File: src/rtl/imem_pkg.sv
// Shared definitions for the instruction-memory port arbiter.
// Address/data widths, data response state encoding and the NOP word.
package imem_pkg;

  localparam int IMEM_AW = 10;
  localparam int IMEM_DW = 32;

  localparam logic [31:0] NOP = 32'h13;

  typedef enum logic [1:0] {
    D_IDLE = 2'd0,
    D_WAIT = 2'd1,
    D_RESP = 2'd2
  } d_state_e;

endpackage

File: src/rtl/imem_arb_starve_ctr.sv
// Saturating wait counter for the data port.
// hit flags that the data port has waited STARVE_MAX cycles.
module imem_arb_starve_ctr #(
  parameter int STARVE_MAX = 4
) (
  input  logic clk,
  input  logic reset,
  input  logic d_req,
  input  logic d_ok,
  input  logic f_req,
  input  logic d_gnt,
  output logic hit
);

  localparam logic [2:0] MAX = 3'(STARVE_MAX);

  logic [2:0] cnt;

  always_ff @(posedge clk or posedge reset) begin
    if (reset) begin
      cnt <= '0;
    end else if (!d_req || d_gnt) begin
      cnt <= '0;
    end else if (d_ok && f_req && cnt != MAX) begin
      cnt <= cnt + 3'd1;
    end
  end

  assign hit = (cnt == MAX);

endmodule

File: src/rtl/imem_port_arbiter.sv
// Fetch/data arbiter for the single-port instruction SRAM.
// IMEM_ARB_PERF_EN adds fetch-stall and data-grant counters.
module imem_port_arbiter
  import imem_pkg::*;
#(
  parameter int AW         = IMEM_AW,
  parameter int DW         = IMEM_DW,
  parameter int STARVE_MAX = 4,
  parameter int CNT_W      = 32
) (
  input  logic          clk,
  input  logic          reset,
  input  logic          f_req,
  input  logic [AW-1:0] f_addr,
  input  logic          f_kill,
  output logic          f_gnt,
  output logic          f_rvalid,
  output logic [DW-1:0] f_rdata,
  input  logic          d_req,
  input  logic [AW-1:0] d_addr,
  output logic          d_gnt,
  output logic          d_rvalid,
  output logic [DW-1:0] d_rdata,
  input  logic          d_rready,
  output logic          sram_ceb,
  output logic          sram_web,
  output logic [AW-1:0] sram_a,
  input  logic [DW-1:0] sram_q
`ifdef IMEM_ARB_PERF_EN
  ,
  output logic [CNT_W-1:0] perf_fstall_cnt,
  output logic [CNT_W-1:0] perf_dgnt_cnt
`endif
);

  d_state_e      state;
  d_state_e      state_nxt;
  logic          own_f;
  logic [DW-1:0] hold;
  logic          d_ok;
  logic          hit;

  assign d_rvalid = (state != D_IDLE);
  assign d_ok     = d_req & (~d_rvalid | d_rready);

  // reset gates the grants so the SRAM is idle the instant it asserts
  assign d_gnt    = ~reset & d_ok & (~f_req | hit);
  assign f_gnt    = ~reset & f_req & ~d_gnt;
  assign sram_ceb = ~(f_gnt | d_gnt);
  assign sram_web = 1'b1;
  assign sram_a   = d_gnt ? d_addr : f_addr;

  assign f_rvalid = own_f & ~f_kill;
  assign f_rdata  = sram_q;
  assign d_rdata  = (state == D_WAIT) ? sram_q : hold;

  imem_arb_starve_ctr #(
    .STARVE_MAX(STARVE_MAX)
  ) u_starve (
    .clk  (clk),
    .reset(reset),
    .d_req(d_req),
    .d_ok (d_ok),
    .f_req(f_req),
    .d_gnt(d_gnt),
    .hit  (hit)
  );

  always_ff @(posedge clk or posedge reset) begin
    if (reset) begin
      state <= D_IDLE;
      own_f <= 1'b0;
      hold  <= '0;
    end else begin
      state <= state_nxt;
      own_f <= f_gnt & ~f_kill;
      if (state == D_WAIT) hold <= sram_q;
    end
  end

  // D_WAIT is the landing cycle: data comes straight from sram_q
  always_comb begin
    state_nxt = state;
    unique case (state)
      D_IDLE: begin
        if (d_gnt) state_nxt = D_WAIT;
      end
      D_WAIT, D_RESP: begin
        if (d_rready) state_nxt = d_gnt ? D_WAIT : D_IDLE;
        else          state_nxt = D_RESP;
      end
      default: state_nxt = D_IDLE;
    endcase
  end

`ifdef IMEM_ARB_PERF_EN
  always_ff @(posedge clk or posedge reset) begin
    if (reset) begin
      perf_fstall_cnt <= '0;
      perf_dgnt_cnt   <= '0;
    end else begin
      if (f_req && !f_gnt) perf_fstall_cnt <= perf_fstall_cnt + 1'b1;
      if (d_gnt)           perf_dgnt_cnt   <= perf_dgnt_cnt + 1'b1;
    end
  end
`endif

endmodule

File: config.mk
export PLATFORM = sky130hd
export DESIGN_NAME = imem_port_arbiter
export DESIGN_NICKNAME = d
export VERILOG_FILES = /design/src/rtl/imem_pkg.sv /design/src/rtl/imem_arb_starve_ctr.sv /design/src/rtl/imem_port_arbiter.sv
export SDC_FILE = /design/constraint.sdc
export NUM_CORES = 1
export LEC_CHECK = 0
export ABC_CLOCK_PERIOD_IN_PS = 3200
export BUFFER_PORTS_ARGS = -buffer_cell sky130_fd_sc_hd__buf_2
export CAP_MARGIN = 20
export CORE_ASPECT_RATIO = 0.75
export CORE_MARGIN = 2
export CORE_UTILIZATION = 45
export CTS_CLUSTER_DIAMETER = 30
export CTS_CLUSTER_SIZE = 25
export DETAILED_ROUTE_END_ITERATION = 7
export PLACE_DENSITY = 0.94
export SYNTH_ARGS = -nofsm -noshare
export SYNTH_HDL_FRONTEND = slang
export SYNTH_SLANG_ARGS = --single-unit
export TNS_END_PERCENT = 5
File: constraint.sdc
create_clock -name clk -period 3.2 [get_ports clk]
set_clock_uncertainty 0.2 [all_clocks]
set_input_delay 0.32 -clock clk [delete_from_list [all_inputs] [get_ports clk]]
set_output_delay 0.32 -clock clk [all_outputs]
set_load 0.01 [all_outputs]
==> results.tsv <==
metric	value	unit
status	finished clean	
setup_violations	0	
rr_worst_depth	5	
vdd_drop_max	0.000542	V
regToRegSetupSlack	1470	ps
yosysMostFrequentCell	dfrtp_1	
crit_top_cell	buf_2	
grt_max_degree	33	
htree_levels	2	
cts_tree	built	
initial_core_util	46.1	%
cellLeakagePower	0.00140	uW
syn-mean-instance-area	12.5	sq um
post-route-period-util	79.6	%
critPathMaxStageDelay	550	ps
overflow	0	
vias	1535	
worst_ep_required_time	2680	ps
final-hold-violation-count	0	
cts_buffers	5	
wl_per_cell	12.5	microns
reg2reg_from	u_starve.cnt[0]	
core_area	0.00439	sq mm
seq_area_frac_synth	47.0	%
hold_path.startpoint	sram_q[5]	
antennaDiodeCount	0	
cts-resized-gates	0	
synth_area_leader_cell	dfrtp_1	
postSynthCellCount	162	
critPathBufInv	4	
globalplace.congestion	0.844	
ctsHoldBuffers	2	
grt_pass1_vias	1356	
slowest_stage	dlygate4sd3_1	
root_buffer	clkbuf_8	
drtPass1Iterations	4	
arrival	2030	ps
synth_cell_types	29	
cp-end-kind	primary output	
fin_crit	2550	ps
whs_path_depth	2	
die_w	81.4	microns
finalMaxSlewViolations	0	
die-area	0.00505	sq mm
clk_pin_slew	70	ps
ant_nets	0	
grt_antenna_before_repair	0	
timing.fmax	0.393	GHz
rsz0062_at_grt	false	
synth_top_area_share	47.0	%
drive_gt1_share	66.9	%
cts.path.max_buffers	2	
post_cts_buffers	0	
postRouteWirelength	4120	microns
stdcell_area	0.00263	sq mm
syn_to_final_growth	30.0	%
syn_area	0.00202	sq mm
path_class	in2out	
io_pins	138	
rr_endpoint	u_starve.cnt[2]	
cts.sinks	38	
powerDensity	834	mW/mm^2
synth_enable_flop_cells	0	
critPathMaxFanout	11	
dp_hpwl	3350	microns
via_per_inst	4.67	
grt_pass1_wl	5840	microns
grt_util_all_layers	15.4	%
synth.area.top_cells	dfrtp_1 (47%), mux2_2 (14%), buf_4 (12%), mux2_4 (6.7%), mux2_1 (5.0%)	
rows	21	
placed_area	0.00253	sq mm
fillers	389	
synth_nets	225	
drtIter0Drc	35	
timing.setup.tns	0	ps
hold_path_class	in2reg	
drc	0	
die_h	62.1	microns
ys_ff_latch	38	
cp_cell_sequence	dlygate4sd3_1 -> buf_2 -> nand2b_1 -> nor3_2 -> buf_4 -> mux2_1 -> buf_2	
ys.flop_type	dfrtp_1	
synth-async-reset-ratio	100	%
yosysWarnings	0	
min_to	hold[5]	
critPathTopFamily	buffers and inverters	
clk_latency	280	ps
cap_violations	0	
io_buffers	136	
synthTopCellsByCount	dfrtp_1 (38), buf_4 (33), mux2_2 (25)	
startpoint_type	input pin	
fin_nets	336	
## state kept, by name (all words and copies together), names as in the netlist
name / flops
state: 2
own_f: 1
hold: 32
u_starve.cnt: 3
## worst max path at each step
stage / slack [ps] / start / depth (start not counted) / end
2_1_floorplan: 1150 / reset / 3 / f_gnt
3_3_place_gp: 1080 / u_starve.cnt[0] / 7 / sram_a[9]
3_5_place_dp: 980 / state[0] / 7 / sram_a[9]
4_1_cts: 650 / state[0] / 7 / sram_a[9]
5_1_grt: 530 / state[0] / 7 / sram_a[9]
6_report: 650 / reset / 7 / sram_a[9]
## per-stage QoR
step / util [%] / hold WS (ps) / total power (uW) / setup WS, ps / instances
after global placement: 57.6 / 158 / 1870 / 1080 / 321
after global routing: 59.9 / 90.1 / 2370 / 532 / 329
final: 59.9 / 96.5 / 2190 / 654 / 329
after CTS: 59.9 / 86.9 / 2240 / 647 / 329
after detailed placement: 57.6 / 165 / 1920 / 983 / 321
after floorplan: - / 193 / 1510 / 1150 / 162
## kinds of logic (layout without fill, tap and decap cells)
group           Yosys count  count (layout)  share of synthesized area (%)
flops                    38              38                           47.0
compound gates           10              10                           3.90
simple gates             19              19                           4.64
buf+inv                  45             155                           15.0
mux                      44              44                           26.1
other cells               1               1                          0.185
fa+ha+maj                 5               5                           3.09
## routing by layer
metal | global-route usage [%] | part of all wire (%) | wire [microns] | vias to the layer above
met3 | 5.35 | 8.2 | 339 | 0
met1 | 17.7 | 38 | 1580 | 737
met2 | 28.6 | 53 | 2200 | 63
li1 | - | - | - | 735
met4 | 2.91 | 0 | 0 | 0
met5 | 0 | 0 | 0 | -
## placed cells by master, fill, tap and decap left out, drive strengths merged, types with 2 or more instances in the layout
cell type    count
nor3             3
nand2            8
dlygate4sd3      2
o21ai            2
clkbuf           6
nor2             3
mux2            43
nand2b           2
ha               5
buf            140
dfrtp           38
inv              6
## area by class of cell
| cell class | instances | area [sq um] | share of cell area, % |
|---|---|---|---|
| tap | 57 | 71.3 | 2.71 |
| multi-input combinational | 79 | 767 | 29.2 |
| clock buffer | 6 | 82.6 | 3.14 |
| sequential | 38 | 951 | 36.2 |
| timing repair buffer | 142 | 731 | 27.8 |
| inverter | 7 | 26.3 | 1.00 |
## report_power, final
group / internal, uW / switching [uW]
clock: 166 / 143
sequential: 706 / 55.3
combinational: 551 / 572
(Power assumes the default switching activity.)
